### src/rtl/reg_file_4x4b.sv
// 4x4-bit register file with busy scoreboard; writes land in 1 cycle, reads and busy are combinational.
// stall flags a pending operand; optional same-cycle write forwarding under `REGFILE_BYPASS_EN.
module reg_file_4x4b #(
  parameter int WIDTH = 4,
  parameter int DEPTH = 4
) (
  input  logic             clk,
  input  logic             rst,
  input  logic             we,
  input  logic [1:0]       waddr,
  input  logic [WIDTH-1:0] wdata,
  input  logic             issue,
  input  logic [1:0]       iaddr,
  input  logic [1:0]       raddr_a,
  input  logic [1:0]       raddr_b,
  output logic [WIDTH-1:0] rdata_a,
  output logic [WIDTH-1:0] rdata_b,
  output logic             busy_a,
  output logic             busy_b,
  output logic             stall
);

  logic [WIDTH-1:0] regs_q [DEPTH];
  logic [WIDTH-1:0] regs_d [DEPTH];
  logic [DEPTH-1:0] busy_q;
  logic [DEPTH-1:0] busy_d;

  // Issue is applied after the write so a same-register collision leaves the new producer busy.
  always_comb begin
    regs_d = regs_q;
    busy_d = busy_q;
    if (we) begin
      regs_d[waddr] = wdata;
      busy_d[waddr] = 1'b0;
    end
    if (issue) begin
      busy_d[iaddr] = 1'b1;
    end
  end

  always_ff @(posedge clk) begin
    if (rst) begin
      for (int i = 0; i < DEPTH; i++) begin
        regs_q[i] <= '0;
      end
      busy_q <= '0;
    end else begin
      regs_q <= regs_d;
      busy_q <= busy_d;
    end
  end

  always_comb begin
    rdata_a = regs_q[raddr_a];
    rdata_b = regs_q[raddr_b];
    busy_a  = busy_q[raddr_a];
    busy_b  = busy_q[raddr_b];
`ifdef REGFILE_BYPASS_EN
    // Forwarded data is valid now, so the port is never busy even if re-issued this cycle.
    if (we && (waddr == raddr_a)) begin
      rdata_a = wdata;
      busy_a  = 1'b0;
    end
    if (we && (waddr == raddr_b)) begin
      rdata_b = wdata;
      busy_b  = 1'b0;
    end
`else
`endif
    stall = busy_a | busy_b;
  end

endmodule

### config.mk
export PLATFORM = sky130hd
export DESIGN_NAME = reg_file_4x4b
export DESIGN_NICKNAME = d
export VERILOG_FILES = /design/src/rtl/reg_file_4x4b.sv
export SDC_FILE = /design/constraint.sdc
export NUM_CORES = 1
export LEC_CHECK = 0
export BUFFER_PORTS_ARGS = -buffer_cell sky130_fd_sc_hd__buf_4
export CAP_MARGIN = 5
export CORE_MARGIN = 2
export CORE_UTILIZATION = 30
export CTS_BUF_LIST = sky130_fd_sc_hd__clkbuf_8
export CTS_CLUSTER_SIZE = 16
export DETAILED_ROUTE_END_ITERATION = 12
export PLACE_DENSITY_LB_ADDON = 0.12
export SKIP_LAST_GASP = 1
export SYNTH_ARGS = -nofsm -noshare
export SYNTH_HDL_FRONTEND = slang
export SYNTH_SLANG_ARGS = --single-unit
### constraint.sdc
create_clock -name clk -period 3.7 [get_ports clk]
set_input_delay 0.74 -clock clk [delete_from_list [all_inputs] [get_ports clk]]
set_output_delay 0.74 -clock clk [all_outputs]
set_load 0.05 [all_outputs]
Word level (Yosys, flattened, before mapping)
Cells that the tools add are included.
{"block": "totals", "register_bits": 20, "input_bits": 16, "output_inout_bits": 11, "elab_cells": 44}
{"block": "classes", "n_lt_le_gt_ge": 10, "n_mux": 19, "bitwise": 7, "n_reduce_logical": 3}
{"op": "$mux W4", "n": 7}
{"op": "$bmux W4 S2", "n": 2}
{"op": "$bwmux W16", "n": 1}
{"op": "$lt A2 B3 Y1 const B", "n": 4}
{"op": "$ge A3 B3 Y1 const B", "n": 3}
{"op": "$not A2 Y3", "n": 3}
{"op": "$demux W4 S2", "n": 1}
{"op": "$and A4 B4 Y4", "n": 1}
{"op": "$bmux W1 S2", "n": 2}
{"op": "$demux W1 S2", "n": 2}
{"op": "$ge A2 B1 Y1 const B", "n": 2}
{"op": "$mux W1", "n": 4}
{"op": "$not A4 Y4", "n": 1}
{"op": "$or A4 B4 Y4", "n": 1}
{"op": "$logic_and A1 B1 Y1", "n": 3}
{"op": "$lt A3 B1 Y1 const B", "n": 1}
{"op": "$or A1 B1 Y1", "n": 1}

Logic depth before layout (Yosys ltp)
Gate-level depths: netlist of run 1.
{"block": "logic_depth", "ltp_word": 9, "depth_mapped": 3, "depth_no_buf": 3}

Worst setup path before layout of run 1
Ideal clock, no wire load.
{"block": "synth_timing", "path_type": "in2out", "startpoint": "input raddr_a[0]", "endpoint": "output stall", "arrival_time_ps": 1978, "required_ps": 2960, "setup_slack_ps": 982, "path_stages": 3, "n_path_buf": 1, "path_cell_list": "buf_4 -> mux4_2 -> or2_1"}
{"block": "synth_via", "elab_chain_len": 3}
{"item": "from (decl)", "line_no": "14", "text": "input logic [1:0] raddr_a,"}
{"item": "$bmux W1 S2", "line_no": "56", "text": "busy_a = busy_q[raddr_a];"}
{"item": "$mux W1 (implied by the code)", "line_no": "56"}
{"item": "net busy_a", "line_no": "18", "text": "output logic busy_a,"}
{"item": "$or A1 B1 Y1", "line_no": "70", "text": "stall = busy_a | busy_b;"}
{"item": "to (decl)", "line_no": "20", "text": "output logic stall"}
The timed path passes the listed nets, and every way through them passes these cells. The select of a mux whose other input is x is not followed.

Final worst setup path of run 1
{"block": "layout_timing", "startpoint": "input raddr_b[0]", "endpoint": "output stall"}
{"block": "layout_via", "elab_chain_len": 3}
{"item": "from (decl)", "line_no": "15", "text": "input logic [1:0] raddr_b,"}
{"item": "$bmux W1 S2", "line_no": "57", "text": "busy_b = busy_q[raddr_b];"}
{"item": "$mux W1 (implied by the code)", "line_no": "57"}
{"item": "$or A1 B1 Y1", "line_no": "70"}
No other way between the ends. The select of a mux whose other input is x is not followed.

==> results.py, run 1 <==
metrics = {
    "clocking": {
        "cts_tree": "built",
        "postCtsSetupRepairBufs": 0,
        "post_cts_resized": 0,
        "cts_htree_levels": 1,
        "clockBufferDepth": 2,
        "clk_latency_ns": 0.26,
        "hold_buffers": 0,
        "cts.reportedPaths.clkPinSlew_ns": 0.08,
        "ctsRootBufferMaster": "clkbuf_8",
        "clock-sinks": 20,
        "numCtsBuffers": 3,
    },
    "power_and_ir_drop": {
        "power.leakage_nw": 0.632,
        "p_per_area_nw_per_um2": 415,
        "comb_power_share": 0.169,
        "p_clk_frac": 0.406,
        "ir_worst_vdd_mv": 0.241,
        "p_seq_frac": 0.424,
        "switching_share": 0.244,
        "power.internal_w": 0.000407,
        "p_total_w": 0.000538,
        "switching_power_w": 0.000131,
    },
    "timing": {
        "fmax_ghz": 0.393,
        "final.setup_skew_ns": 0,
        "finalHoldViolCount": 0,
        "tightest_slew_ns": 0.590,
        "finalMaxSlewViolations": 0,
        "period_share": 0.688,
        "finalSetupTns_ns": 0,
        "rsz0062_at_grt": "false",
        "fin_crit_ns": 2.54,
        "fin_ws_ns": 1.16,
        "slew_headroom": 0.605,
        "setup-violations-final": 0,
    },
    "cells_and_area": {
        "final_nets": 126,
        "finalNonFillerCells": 153,
        "area_growth_pct": 29.4,
        "drive_gt1_frac": 0.303,
        "final_cell_area_sq_um": 1300,
        "diodes": 0,
    },
    "synthesis": {
        "synthCells": 83,
        "synth_xor_area_frac": 0,
        "synth.net_count": 99,
        "synth_compound_area_frac": 0.0274,
        "yosys_most_used_dff": "dfxtp_1",
        "async_flop_share": 0,
        "ys_ff_latch": 20,
        "yosys.area.top_type_share": 0.399,
        "post_synth_mux_area_share": 0.414,
        "synth_fa_ha_area_frac": 0,
        "synth_top_cells_by_area": "dfxtp_1 40%, mux4_1 21%, mux2i_1 16%, nor2_1 6.7%, mux4_2 4.5%",
        "yosys.area.top_type": "dfxtp_1",
        "synth_common_cells": "20 x dfxtp_1, 18 x nor2_1, 16 x mux2i_1, 8 x mux4_1, 3 x nand3_1",
        "synth_top_family_by_area": "multiplexers",
        "yosysMostFrequentCell": "dfxtp_1",
        "seq_area_frac_synth": 0.399,
        "yosys_warnings": 0,
        "syn-cell-area_sq_um": 1000,
        "synth_cell_type_count": 17,
        "synth_edf_count": 0,
        "yosys.area_share.simple": 0.126,
        "avgSynthCellArea_sq_um": 12.1,
    },
    "placed_design": {
        "pre_cts_slack_ns": 1.15,
        "dp_cells": 149,
        "dp_hpwl_um": 1690,
        "placedInstanceArea_sq_um": 1230,
        "gp_congestion": 0.677,
        "io_buffers": 26,
    },
    "floorplan": {
        "start_util": 0.321,
        "dieWidth_um": 61.8,
        "num_io_pins": 27,
        "row_count": 20,
        "die_area_sq_um": 3820,
        "die_h_um": 61.8,
        "core_sq_um": 3130,
    },
    "drt": {
        "dr_total_vias": 756,
        "postRouteAntennaNets": 0,
        "drt-pass1-iter-count": 4,
        "routedWlPerCell_um": 14.7,
        "routed_wl_um": 2250,
        "routed_via_density": 4.94,
        "drt_iter0_drc": 31,
        "drc": 0,
    },
    "worst_setup_path": {
        "critPathArrivalTime_ns": 1.80,
        "endpoint_kind": "output port",
        "r2r_cells": 2,
        "critPathCapture": "stall",
        "r2r-start": "busy_q[1]$_SDFF_PP0_",
        "reg2reg_slack_ns": 3.06,
        "crit_path_max_fanout": 5,
        "start_kind": "input pin",
        "worstSetupPathType": "in -> out",
        "cp.required_ns": 2.96,
        "r2r_end": "busy_q[1]$_SDFF_PP0_",
        "setup.worst_path.start": "raddr_b[0]",
    },
    "global_route": {
        "first_global_vias": 726,
        "antenna_found_initial": 0,
        "grt_use_total": 0.131,
        "grt_overflow": 0,
        "grt_first_pass_wirelength_um": 3500,
        "grt_max_degree": 21,
    },
    "job": {
        "drv_cap": 0,
    },
    "hold_path": {
        "hold_path.class": "reg -> reg",
    },
    "outcome": {
        "status": "completed",
    },
}
-- power by group through the flow --
| stage | combinational, W | sequential, W | clock, W |
|---|---|---|---|
| final | 0.0000911 | 0.000229 | 0.000219 |
| after global routing | 0.0000978 | 0.000230 | 0.000233 |
| after CTS | 0.0000923 | 0.000229 | 0.000225 |
| after detailed placement | 0.0000921 | 0.000234 | 0 |
| after global placement | 0.0000913 | 0.000233 | 0 |
| after floorplan | 0.0000602 | 0.000232 | 0 |
-- per-stage QoR --
stage,utilization,hold slack [ns]
2_1_floorplan,-,0.438
6_report,0.415,0.465
5_1_grt,0.415,0.498
3_5_place_dp,0.392,0.460
4_1_cts,0.415,0.470
3_3_place_gp,0.392,0.451
-- cells in the final DEF, fill, tap and decap left out, drive strengths merged --
master,instances
a32oi,2
nand3b,2
nor2,18
mux4,10
buf,26
nand3,3
clkbuf,3
bufinv,1
nor3b,1
nand2b,1
mux2i,16
a21oi,2
dfxtp,20
inv,2
nand2,1
or2,1
-- cell families (layout without fill, tap and decap cells) --
logic type	Yosys count	after routing
AO/OA/AOI/OAI	4	4
buffers and inverters	6	32
AND/OR/NAND/NOR	27	27
multiplexers	26	26
flip-flops	20	20
-- metal layers --
layer / vias up / share of wire / global-route usage
met4: 0 / 0.0067 / 0.0365
met1: 373 / 0.45 / 0.156
met5: - / 0 / 0
met2: 16 / 0.50 / 0.227
li1: 365 / - / -
met3: 2 / 0.043 / 0.0393
-- registers in the layout, summed over array words and instances (netlist names) --
signal and flops:
busy_q 4, regs_q 16
-- worst min path at each step --
stage,startpoint,endpoint,slack [ns],cells after the start
floorplan,busy_q[2]$_SDFF_PP0_,busy_q[2]$_SDFF_PP0_,0.44,2
global placement,busy_q[2]$_SDFF_PP0_,busy_q[2]$_SDFF_PP0_,0.45,2
detailed placement,busy_q[2]$_SDFF_PP0_,busy_q[2]$_SDFF_PP0_,0.46,2
CTS,busy_q[2]$_SDFF_PP0_,busy_q[2]$_SDFF_PP0_,0.47,2
global route,busy_q[2]$_SDFF_PP0_,busy_q[2]$_SDFF_PP0_,0.50,2
finish,busy_q[2]$_SDFF_PP0_,busy_q[2]$_SDFF_PP0_,0.47,2
-- critical path: stages --
cell    delay (ns)
buf_4         0.13
mux4_2        0.51
or2_1         0.23
buf_4         0.19
-- final cells by class --
type                    instances  area [sq um]
repair buffers                 26           195
inverters                       2          7.51
clock buffers                   3          41.3
fillers                       308          1830
clock inverters                 1          30.0
flip-flops and latches         20           400
well taps                      44          55.1
multi-input cells              57           569
(Power assumes the default switching activity.)
==> run 2, diff against run 1 <==
- clock period: 3.7 -> 2.3 ns (I/O delays scaled with it)
==> results.py, run 2 (same netlist as run 1, synthesis figures left out) <==
metrics = {
    "timing": {
        "finalSetupTns_ns": 0,
        "fin_crit_ns": 1.99,
        "finalHoldViolCount": 0,
        "finalMaxSlewViolations": 0,
        "rsz0062_at_grt": "false",
        "setup-violations-final": 0,
        "final.setup_skew_ns": 0,
        "tightest_slew_ns": 0.572,
        "period_share": 0.864,
        "fmax_ghz": 0.504,
        "slew_headroom": 0.617,
    },
    "cells_and_area": {
        "finalNonFillerCells": 152,
        "regMostFlops": "regs_q",
        "area_growth_pct": 26.4,
        "fill_cells": 313,
        "largest_register_ffs": 16,
        "final_cell_mix": "26 x buf_4, 20 x dfxtp_1, 18 x nor2_1",
        "diodes": 0,
        "final_nets": 126,
        "drive_gt1_frac": 0.296,
        "final_common_cell": "buf_4",
        "reg_top3": "regs_q (16), busy_q (4)",
    },
    "clocking": {
        "numCtsBuffers": 3,
        "clk_latency_ns": 0.25,
        "ctsRootBufferMaster": "clkbuf_8",
        "clockBufferDepth": 2,
        "postCtsSetupRepairBufs": 0,
        "post_cts_resized": 0,
        "cts.reportedPaths.clkPinSlew_ns": 0.07,
        "cts_tree": "built",
        "cts_htree_levels": 1,
        "clock-sinks": 20,
        "hold_buffers": 0,
    },
    "floorplan": {
        "start_util": 0.321,
        "num_io_pins": 27,
        "row_count": 20,
        "core_sq_um": 3130,
        "dieWidth_um": 61.8,
        "die_h_um": 61.8,
        "die_area_sq_um": 3820,
    },
    "hold_path": {
        "hold_path.class": "reg -> reg",
    },
    "power_and_ir_drop": {
        "p_seq_frac": 0.501,
        "power.internal_w": 0.000539,
        "p_clk_frac": 0.299,
        "switching_power_w": 0.000196,
        "switching_share": 0.267,
        "p_per_area_nw_per_um2": 580,
        "ir_worst_vdd_mv": 0.292,
        "power.leakage_nw": 0.618,
        "comb_power_share": 0.201,
    },
    "worst_setup_path": {
        "critPathMostFrequentCell": "buf_4",
        "max_stage_delay_ns": 0.51,
        "r2r_end": "busy_q[1]$_SDFF_PP0_",
        "critPathCapture": "stall",
        "setup.worst_path.start": "raddr_b[0]",
        "critPathArrivalTime_ns": 1.53,
        "start_kind": "input pin",
        "crit_path_max_fanout": 5,
        "cp.required_ns": 1.84,
        "crit_family": "multiplexers",
        "endpoint_kind": "output port",
        "r2r_cells": 2,
        "cp_slowest_cell": "mux4_2",
        "r2r-start": "busy_q[1]$_SDFF_PP0_",
        "path_buf_inv": 2,
        "cp_cell_sequence": "buf_4 > mux4_2 > or2_1 > buf_4",
        "worstSetupPathType": "in -> out",
        "cp.depth": 4,
        "reg2reg_slack_ns": 1.66,
    },
    "drt": {
        "drt_iter0_drc": 27,
        "postRouteAntennaNets": 0,
        "routed_wl_um": 2310,
        "dr_total_vias": 757,
        "routedWlPerCell_um": 15.2,
        "routed_via_density": 4.98,
        "drc": 0,
        "drt-pass1-iter-count": 4,
    },
    "placed_design": {
        "gp_congestion": 0.677,
        "dp_hpwl_um": 1750,
        "dp_cells": 149,
        "io_buffers": 26,
    },
    "global_route": {
        "grt_first_pass_wirelength_um": 3670,
        "antenna_found_initial": 0,
        "grt_use_total": 0.136,
        "first_global_vias": 753,
        "grt_overflow": 0,
        "grt_max_degree": 21,
    },
    "job": {
        "drv_cap": 0,
    },
    "outcome": {
        "status": "completed",
    },
}
-- run 2: cell count changes in the layout (fill, tap and decap cells not counted), sizes merged --
| cell | before | now |
|---|---|---|
| bufinv | 1 | 0 |
-- run 2: cell type report --
cell class              instances  area [sq um]  share of cell area
clock buffers                   3          41.3              0.0325
inverters                       2          7.51             0.00592
multi-input cells              57           569               0.449
flip-flops and latches         20           400               0.316
well taps                      44          55.1              0.0434
repair buffers                 26           195               0.154
-- run 2: per-stage QoR --
step / worst slack [ns] / hold WS, ns / cell area [sq um] / util / power [W]
after floorplan: 0.142 / 0.438 / 1000 / - / 0.000470
after global placement: 0.319 / 0.451 / 1230 / 0.392 / 0.000522
after detailed placement: 0.315 / 0.460 / 1230 / 0.392 / 0.000525
after CTS: 0.315 / 0.467 / 1270 / 0.406 / 0.000750
after global routing: 0.302 / 0.477 / 1270 / 0.406 / 0.000779
final: 0.314 / 0.465 / 1270 / 0.406 / 0.000735
-- run 2: power groups by stage --
| stage | registers [W] | clock network, W | logic [W] |
|---|---|---|---|
| floorplan | 0.000373 | 0 | 0.0000969 |
| global placement | 0.000375 | 0 | 0.000147 |
| detailed placement | 0.000376 | 0 | 0.000149 |
| CTS | 0.000368 | 0.000232 | 0.000149 |
| global route | 0.000370 | 0.000251 | 0.000158 |
| finish | 0.000368 | 0.000220 | 0.000148 |
-- run 2: worst min-delay path by stage --
stage                               from                      end  slack, ns  cells past startpoint
global route                    wdata[1]  regs_q[13]$_SDFFE_PP0P_       0.48                      3
global placement    busy_q[2]$_SDFF_PP0_     busy_q[2]$_SDFF_PP0_       0.45                      2
detailed placement  busy_q[2]$_SDFF_PP0_     busy_q[2]$_SDFF_PP0_       0.46                      2
floorplan           busy_q[2]$_SDFF_PP0_     busy_q[2]$_SDFF_PP0_       0.44                      2
finish              busy_q[2]$_SDFF_PP0_     busy_q[2]$_SDFF_PP0_       0.47                      2
CTS                             wdata[1]   regs_q[5]$_SDFFE_PP0P_       0.47                      3
-- run 2: routing by layer --
| metal | share of wire | GRT usage | vias up |
|---|---|---|---|
| li1 | - | - | 364 |
| met1 | 0.45 | 0.169 | 375 |
| met2 | 0.52 | 0.233 | 16 |
| met3 | 0.034 | 0.0248 | 2 |
| met4 | 0.0035 | 0.0547 | 0 |
| met5 | 0 | 0 | - |
-- run 2: worst reg2reg max path, delay by kind of cell (launching register included) --
kind	cells	cell delay, ns
simple gates	1	0.05
flops	1	0.33
compound gates	1	0.15
==> run 3, diff against run 2 <==
- CORE_ASPECT_RATIO: not set -> 0.9
==> results.py, run 3 (same netlist as run 1, synthesis figures left out) <==
metrics = {
    "global_route": {
        "grt_first_pass_wirelength_um": 3570,
        "first_global_vias": 722,
        "grt_overflow": 0,
        "grt_use_total": 0.133,
        "antenna_found_initial": 0,
        "grt_max_degree": 21,
    },
    "worst_setup_path": {
        "worstSetupPathType": "in -> out",
        "critPathMostFrequentCell": "buf_4",
        "path_buf_inv": 2,
        "endpoint_kind": "output port",
        "start_kind": "input pin",
        "crit_family": "multiplexers",
        "max_stage_delay_ns": 0.51,
        "cp.required_ns": 1.84,
        "cp_slowest_cell": "mux4_2",
        "cp_cell_sequence": "buf_4 > mux4_2 > or2_1 > buf_4",
        "reg2reg_slack_ns": 1.66,
        "crit_path_max_fanout": 5,
        "critPathArrivalTime_ns": 1.53,
    },
    "placed_design": {
        "dp_hpwl_um": 1710,
        "gp_congestion": 0.772,
        "io_buffers": 26,
    },
    "drt": {
        "drt-pass1-iter-count": 4,
        "postRouteAntennaNets": 0,
        "routed_wl_um": 2320,
        "routed_via_density": 5.00,
        "dr_total_vias": 755,
        "routedWlPerCell_um": 15.3,
        "drt_iter0_drc": 40,
        "drc": 0,
    },
    "cells_and_area": {
        "fill_cells": 314,
        "final_cell_mix": "26 x buf_4, 20 x dfxtp_1, 18 x nor2_1",
        "regMostFlops": "regs_q",
        "drive_gt1_frac": 0.303,
        "diodes": 0,
        "seq_area_sq_um": 400,
        "final_nets": 126,
        "multi_input_area_sq_um": 569,
        "final_common_cell": "buf_4",
        "reg_top3": "regs_q (16), busy_q (4)",
        "area_growth_pct": 29.2,
        "largest_register_ffs": 16,
    },
    "clocking": {
        "hold_buffers": 0,
        "post_cts_resized": 0,
        "numCtsBuffers": 3,
        "cts.reportedPaths.clkPinSlew_ns": 0.08,
        "cts_htree_levels": 1,
        "clk_latency_ns": 0.26,
        "clock-sinks": 20,
        "ctsRootBufferMaster": "clkbuf_8",
        "postCtsSetupRepairBufs": 0,
        "cts_tree": "built",
        "clockBufferDepth": 2,
    },
    "floorplan": {
        "num_io_pins": 27,
        "core_sq_um": 3110,
        "start_util": 0.322,
        "dieWidth_um": 65.0,
        "die_area_sq_um": 3820,
        "die_h_um": 58.9,
        "row_count": 19,
    },
    "timing": {
        "rsz0062_at_grt": "false",
        "slew_headroom": 0.581,
        "finalSetupTns_ns": 0,
        "final.setup_skew_ns": 0,
        "finalMaxSlewViolations": 0,
        "fin_crit_ns": 1.99,
        "setup-violations-final": 0,
        "period_share": 0.863,
        "finalHoldViolCount": 0,
        "tightest_slew_ns": 0.626,
        "fmax_ghz": 0.504,
    },
    "hold_path": {
        "hold_path.class": "in -> reg",
    },
    "power_and_ir_drop": {
        "power.leakage_nw": 0.632,
        "p_total_w": 0.000867,
        "ir_worst_vdd_mv": 0.309,
        "p_per_area_nw_per_um2": 669,
    },
    "outcome": {
        "status": "completed",
    },
    "job": {
        "drv_cap": 0,
    },
}
[run 3: path summary, 6_finish.rpt]
path | cells after the start | startpoint | end
setup / recovery | 4 | raddr_b[0] | stall
hold / removal | 3 | wdata[1] | regs_q[1]$_SDFFE_PP0P_
setup reg to reg | 2 | busy_q[1]$_SDFF_PP0_ | busy_q[1]$_SDFF_PP0_
hold reg to reg | 2 | busy_q[2]$_SDFF_PP0_ | busy_q[2]$_SDFF_PP0_
[run 3: tightest hold or removal path: stages]
cell,delay [ns]
buf_4,0.10
mux2i_1,0.06
nor2_1,0.07
[run 3: final cells by class]
class / instances / share of cell area
clock inverters: 1 / 0.0232
repair buffers: 26 / 0.151
inverters: 2 / 0.00579
flip-flops and latches: 20 / 0.309
clock buffers: 3 / 0.0319
multi-input cells: 57 / 0.439
well taps: 42 / 0.0405
[run 3: report_power, final]
| group | switching (W) | leakage (nW) | total, W | internal, W |
|---|---|---|---|---|
| Combinational | 0.0000832 | 0.434 | 0.000147 | 0.0000635 |
| Sequential | 0.00000872 | 0.163 | 0.000368 | 0.000359 |
| Clock | 0.000121 | 0.0357 | 0.000353 | 0.000232 |
[run 3: per-layer routing]
layer | track usage | part of all wire | vias to the layer above | wire, um
li1 | - | - | 365 | -
met1 | 0.169 | 0.44 | 363 | 1030
met2 | 0.209 | 0.49 | 25 | 1130
met3 | 0.0554 | 0.063 | 2 | 147
met4 | 0.0365 | 0.0069 | 0 | 16
met5 | 0 | 0 | - | 0
[run 3: per-stage QoR]
step                      hold WS [ns]  cell area, sq um   util  std cells  setup WS (ns)
after global placement           0.451              1220  0.393        147          0.317
after CTS                        0.455              1300  0.416        151          0.302
after detailed placement         0.455              1220  0.393        147          0.302
after floorplan                  0.438              1000      -         83          0.142
final                            0.458              1300  0.416        151          0.314
after global routing             0.470              1300  0.416        151          0.275
